$ cat src/rtl/rv32_pkg.sv
// Shared RV32 definitions: data widths, PC increment and the fetch-stage state encoding.
package rv32_pkg;

    localparam int unsigned XLEN = 32;
    localparam int unsigned ILEN = 32;
    localparam logic [XLEN-1:0] PC_STEP = 32'd4;

    typedef enum logic {
        FETCH_S_FETCH = 1'b0,
        FETCH_S_DRAIN = 1'b1
    } fetch_state_e;

endpackage

$ cat src/rtl/ins_fetch_fifo.sv
// Synchronous instruction buffer with flush; head is read straight from the storage registers.
module ins_fetch_fifo #(
    parameter int unsigned WIDTH = 64,
    parameter int unsigned DEPTH = 2
) (
    input  logic                     clk,
    input  logic                     rst,
    input  logic                     flush,
    input  logic                     push,
    input  logic                     pop,
    input  logic [WIDTH-1:0]         din,
    output logic [WIDTH-1:0]         head,
    output logic [$clog2(DEPTH):0]   count,
    output logic                     empty
);

    localparam int unsigned AW = $clog2(DEPTH);
    localparam int unsigned CW = AW + 1;

    logic [WIDTH-1:0] mem [DEPTH];
    logic [AW-1:0]    rd_ptr;
    logic [AW-1:0]    wr_ptr;

    // Push and pop on a full buffer is safe: the slot being overwritten is the
    // one being popped this same edge.
    always_ff @(posedge clk) begin
        if (rst || flush) begin
            rd_ptr <= '0;
            wr_ptr <= '0;
            count  <= '0;
        end else begin
            if (push) begin
                mem[wr_ptr] <= din;
                wr_ptr      <= wr_ptr + AW'(1);
            end
            if (pop) begin
                rd_ptr <= rd_ptr + AW'(1);
            end
            count <= count + CW'(push) - CW'(pop);
        end
    end

    assign head  = mem[rd_ptr];
    assign empty = (count == '0);

endmodule

$ cat src/rtl/ins_fetch.sv
// RV32I fetch stage: PC, memory request/response tracking, redirect handling, decoder FIFO.
// Optional misaligned-redirect fault output under INS_FETCH_MISALIGN_CHK_EN.
module ins_fetch
    import rv32_pkg::*;
#(
    parameter logic [31:0] RESET_PC        = 32'h0000_0000,
    parameter int unsigned FIFO_DEPTH      = 2,
    parameter int unsigned MAX_OUTSTANDING = 2
) (
    input  logic            clk,
    input  logic            rst,
    output logic            imem_req_valid,
    input  logic            imem_req_ready,
    output logic [XLEN-1:0] imem_req_addr,
    input  logic            imem_resp_valid,
    input  logic [ILEN-1:0] imem_resp_data,
    input  logic            redirect_valid,
    input  logic [XLEN-1:0] redirect_pc,
    output logic            ins_valid,
    input  logic            ins_ready,
    output logic [ILEN-1:0] ins,
    output logic [XLEN-1:0] ins_pc
`ifdef INS_FETCH_MISALIGN_CHK_EN
    ,
    output logic            fetch_fault
`endif
);

    localparam int unsigned OW = $clog2(MAX_OUTSTANDING + 1);
    localparam int unsigned CW = $clog2(FIFO_DEPTH) + 1;

    logic [XLEN-1:0] pc;
    logic [XLEN-1:0] resp_pc;
    logic [XLEN-1:0] redirect_tgt;
    logic [OW-1:0]   outstanding;
    logic [OW-1:0]   drop_cnt;
    logic [OW-1:0]   drop_next;
    logic [OW-1:0]   drop_reload;
    logic [OW-1:0]   live;
    logic [CW-1:0]   fifo_count;
    logic            fifo_empty;
    logic            credit;
    logic            blocked;
    logic            req_fire;
    logic            push;
    logic            pop;
    fetch_state_e    state;
    fetch_state_e    state_next;

    assign redirect_tgt = redirect_pc & ~XLEN'(3);
    assign live         = outstanding - drop_cnt;
    assign credit       = (32'(live) + 32'(fifo_count) < FIFO_DEPTH)
                       && (32'(outstanding) < MAX_OUTSTANDING);

`ifdef INS_FETCH_MISALIGN_CHK_EN
    assign blocked = fetch_fault;

    always_ff @(posedge clk) begin
        if (rst) begin
            fetch_fault <= 1'b0;
        end else if (redirect_valid) begin
            fetch_fault <= |redirect_pc[1:0];
        end
    end
`else
    assign blocked = 1'b0;
`endif

    assign imem_req_valid = !rst && credit && !redirect_valid && !blocked;
    assign imem_req_addr  = pc;
    assign req_fire       = imem_req_valid && imem_req_ready;

    // Responses still owed to stale requests are dropped before anything is pushed.
    assign push        = imem_resp_valid && (state == FETCH_S_FETCH) && !redirect_valid;
    assign pop         = ins_valid && ins_ready && !redirect_valid;
    assign drop_reload = outstanding - OW'(imem_resp_valid);

    always_comb begin
        state_next = state;
        drop_next  = drop_cnt;
        if (redirect_valid) begin
            drop_next  = drop_reload;
            state_next = (drop_reload != '0) ? FETCH_S_DRAIN : FETCH_S_FETCH;
        end else begin
            case (state)
                FETCH_S_DRAIN: begin
                    if (imem_resp_valid) begin
                        drop_next = drop_cnt - OW'(1);
                        if (drop_cnt == OW'(1)) begin
                            state_next = FETCH_S_FETCH;
                        end
                    end
                end
                default: state_next = FETCH_S_FETCH;
            endcase
        end
    end

    always_ff @(posedge clk) begin
        if (rst) begin
            pc          <= RESET_PC;
            resp_pc     <= RESET_PC;
            outstanding <= '0;
            drop_cnt    <= '0;
            state       <= FETCH_S_FETCH;
        end else begin
            state       <= state_next;
            drop_cnt    <= drop_next;
            outstanding <= outstanding + OW'(req_fire) - OW'(imem_resp_valid);
            if (redirect_valid) begin
                pc      <= redirect_tgt;
                resp_pc <= redirect_tgt;
            end else begin
                if (req_fire) begin
                    pc <= pc + PC_STEP;
                end
                if (push) begin
                    resp_pc <= resp_pc + PC_STEP;
                end
            end
        end
    end

    ins_fetch_fifo #(
        .WIDTH (ILEN + XLEN),
        .DEPTH (FIFO_DEPTH)
    ) u_fifo (
        .clk   (clk),
        .rst   (rst),
        .flush (redirect_valid),
        .push  (push),
        .pop   (pop),
        .din   ({imem_resp_data, resp_pc}),
        .head  ({ins, ins_pc}),
        .count (fifo_count),
        .empty (fifo_empty)
    );

    assign ins_valid = !rst && !fifo_empty;

endmodule

$ cat config.mk
export PLATFORM = sky130hd
export DESIGN_NAME = ins_fetch
export DESIGN_NICKNAME = d
export VERILOG_FILES = /design/src/rtl/rv32_pkg.sv /design/src/rtl/ins_fetch_fifo.sv /design/src/rtl/ins_fetch.sv
export SDC_FILE = /design/constraint.sdc
export NUM_CORES = 1
export LEC_CHECK = 0
export ABC_AREA = 1
export CAP_MARGIN = 5
export CORE_ASPECT_RATIO = 2
export CORE_MARGIN = 2
export CORE_UTILIZATION = 40
export CTS_BUF_LIST = sky130_fd_sc_hd__clkbuf_4
export DETAILED_ROUTE_END_ITERATION = 10
export REMOVE_ABC_BUFFERS = 1
export SYNTH_ARGS = -nofsm -noshare
export SYNTH_HDL_FRONTEND = slang
export SYNTH_HIERARCHICAL = 1
export SYNTH_SLANG_ARGS = --single-unit
$ cat constraint.sdc
create_clock -name clk -period 10 [get_ports clk]
set_input_delay 1.5 -clock clk [delete_from_list [all_inputs] [get_ports clk]]
set_output_delay 1.5 -clock clk [all_outputs]
set_load 0.02 [all_outputs]
==> out/metrics.cfg <==
[clock_tree]
max-clock-path-buffers=2
tritoncts=done
post-cts-setup-buffer-count=0
htreeDepth=4
clock-sinks=198
holdBufCountCts=0
cts_resized=0
cts_bufs_inserted=17
clk_pin_slew_worst_paths_ps=150
clkLatencyLatePin_ps=600
root_buffer_cell=clkbuf_4

[synth]
synth_flop_cell=edfxtp_1
xor_xnor_cell_area_share_of_the_yosys_netlist=0.0177
seq_area_frac_synth=0.533
yosys_reg_bits=198
netlist_instances=1016
synthAdderAreaFrac=0.0135
synth_mux_area_frac=0.0961
syn-cell-area_sq_um=9840
synth_top_family_by_area=simple AND/OR/NAND/NOR gates
synth_edf_count=128
area_fraction_in_and_or_nand_and_nor_cells_after_synthesis=0.198
synth_cell_type_count=40
synth_compound_gate_area_share=0.0688
ys_async_sr_fraction=0
yosys_warnings=6
postSynthAreaPerCell_sq_um=9.69

[floorplanning]
floorplan.die_area_sq_um=25900
area_inside_the_core_boundary_sq_um=24300
boundaryPins=168
fp.dieW_microns=115
fp-row-count=81
initial_utilization=0.405
fp.dieH_microns=226

[setup_path]
worstSetupStartpointType=input port
path_cells=clkdlybuf4s50_1 > buf_4 > inv_2 > nand3_1 > nor2_1 > clkdlybuf4s50_1
critPathMaxStageDelay_ps=610
cp_data_required_time_ps=8500
top_cell_family_by_delay_on_the_critical_path=buffers and inverters
critical_path.most_common_cell=clkdlybuf4s50_1
cp_capture_type=primary output
arrival_ps=3430
worst-setup-path-type=input port to primary output
critical_path.slowest_cell=clkdlybuf4s50_1
worstPathBufferInverterCount=4
path_max_fanout=41

[hold_path]
hp-class=register to register

[route]
routed-via-count=7421
drt-pass1-iter-count=5
drc=0
drtAntennaViolNets=0
dr.first_iter.drc_count=489
avg_vias_per_cell=5.01
wl_mm=24.2
routed_len_inst_microns=16.3

[layout]
final-seq-area_sq_um=5250
final_net_count=1258
area_delta_synth_final_pct=21.5
finalInstanceArea_sq_um=12000
fillers=2334
multiInputGateArea_sq_um=3910
layout_cell_share_with_drive_strength_beyond_1=0.128

[flow_run]
maxCapViolCount=0

[global_route]
grt_first_pass_wirelength_mm=36.9
grt_antenna_before_repair=1
grtUsageMet1=0.184
busiest_layer=met2
met3_usage=0.0335
grt.overflow.total=0
gr-usage-met2=0.359
first_global_vias=7194
grt_usage=0.188
pin_count_of_the_biggest_net_entering_global_routing=65

[power]
leakagePower_uw=0.00438
power_density_nw_per_um2=131
vdd.ir_drop.worst_mv=0.0595

[timing]
final.setup_skew_ps=22.6
maxSlewHeadroom=0.306
final.period_utilization=0.493
layout_min_cycle_time_ps=4930
fmax_ghz=0.203
fin_setup_tns_ps=0
timing.final.hold_violations=0
rsz_0062_raised_after_global_routing=no
drv_slew=0
worst-slew-pin-transition_ps=1040
setup-violations-final=0

[placement]
place.port_buffers=163
placement.cell_area_sq_um=11700
place.gp.congestion=0.922
dp_hpwl_mm=17.4

[status]
run_status=finished, final reports clean

==> area by class of cell <==
class                   instances  area share
flip-flops and latches        198       0.439
multi-input cells             671       0.327
repair buffers                169       0.140
inverters                     121      0.0380
well taps                     290      0.0303
clock inverters                15      0.0148
clock buffers                  17      0.0107
diodes                          1    0.000209
==> cells in the final DEF, fill, tap and decap left out, types with 10 or more instances in the layout <==
master / netlist / final
inv_1: 114 / 114
clkbuf_4: 0 / 17
xor2_1: 14 / 14
nand2_1: 247 / 247
dfxtp_1: 70 / 69
a21oi_1: 53 / 53
nor2_1: 84 / 83
a31oi_1: 18 / 18
nor2_2: 15 / 15
o21ai_0: 42 / 42
nand2_2: 10 / 10
edfxtp_1: 128 / 128
nand3_1: 65 / 65
o21ai_1: 13 / 13
clkdlybuf4s50_1: 0 / 162
mux2_4: 60 / 60
==> state kept, by name, indices dropped and copies added, names as in the netlist, named ones only <==
name	count
drop_cnt	2
imem_req_addr	30
outstanding	2
resp_pc	30
state	1
u_fifo/count	2
u_fifo/mem	128
u_fifo/rd_ptr	1
u_fifo/wr_ptr	1
==> Yosys cell counts (all sizes together), types with 2 or more instances <==
master | count | share of area
xnor2 | 4 | 0.0036
nand3 | 65 | 0.033
ha | 9 | 0.011
nand4 | 3 | 0.0034
dfxtp | 70 | 0.14
or2 | 2 | 0.0013
edfxtp | 128 | 0.39
clkbuf | 8 | 0.0031
inv | 120 | 0.046
mux2 | 64 | 0.096
and2 | 4 | 0.0025
buf | 23 | 0.023
a21oi | 54 | 0.028
a31oi | 18 | 0.011
xor2 | 15 | 0.014
nor2 | 107 | 0.053
o21ai | 55 | 0.028
nand2 | 260 | 0.10
==> cell families (layout without fill, tap and decap cells) <==
kind of cell | count (synthesis) | in the layout
compound gates | 129 | 129
xor+xnor | 19 | 19
fa+ha+maj | 10 | 10
buf+inv | 152 | 322
flops | 198 | 198
mux | 64 | 64
other cells | 1 | 7
simple gates | 443 | 443
==> worst paths after layout <==
path	end	cells after the start	slack, ps	from
worst max-delay path	imem_req_valid	6	5070	redirect_valid
worst min-delay path	u_fifo/wr_ptr	2	500	u_fifo/wr_ptr
worst max register to register	outstanding[1]	14	7180	outstanding[0]
worst min register to register	u_fifo/wr_ptr	2	500	u_fifo/wr_ptr
==> worst register-to-register path, stage by stage (launching register included) <==
cell,delay [ps]
dfxtp_1,360
inv_1,70
ha_1,200
xnor2_1,130
xor2_1,160
fa_1,510
nand2_1,80
nor2_2,120
nand4_4,180
ha_1,340
inv_1,40
ha_1,170
xor2_1,150
o21ai_0,150
a21oi_1,50
==> metal layers <==
layer	share of wire	vias up
met3	0.037	57
met1	0.36	3486
li1	-	3680
met5	0	-
met4	0.051	0
met2	0.56	198
==> stage by stage <==
| stage | util | total power (uW) | setup WS [ps] | hold WS (ps) | std cells |
|---|---|---|---|---|---|
| 6_report | 0.492 | 1560 | 5070 | 501 | 1482 |
| 5_1_grt | 0.492 | 1630 | 4950 | 517 | 1482 |
| 4_1_cts | 0.492 | 1580 | 5030 | 508 | 1481 |
| 3_5_place_dp | 0.479 | 1130 | 5040 | 488 | 1449 |
| 3_3_place_gp | 0.479 | 1130 | 5030 | 452 | 1449 |
| 2_1_floorplan | - | 1030 | 2450 | 445 | 990 |
==> power by group <==
group | total [uW] | leakage, uW | internal [uW] | switching (uW)
Clock | 453 | 0.000161 | 175 | 278
Sequential | 926 | 0.00174 | 896 | 30.7
Combinational | 184 | 0.00248 | 83.2 | 101
Total | 1560 | 0.00438 | 1150 | 409
Power figures use the tool's default switching activity.
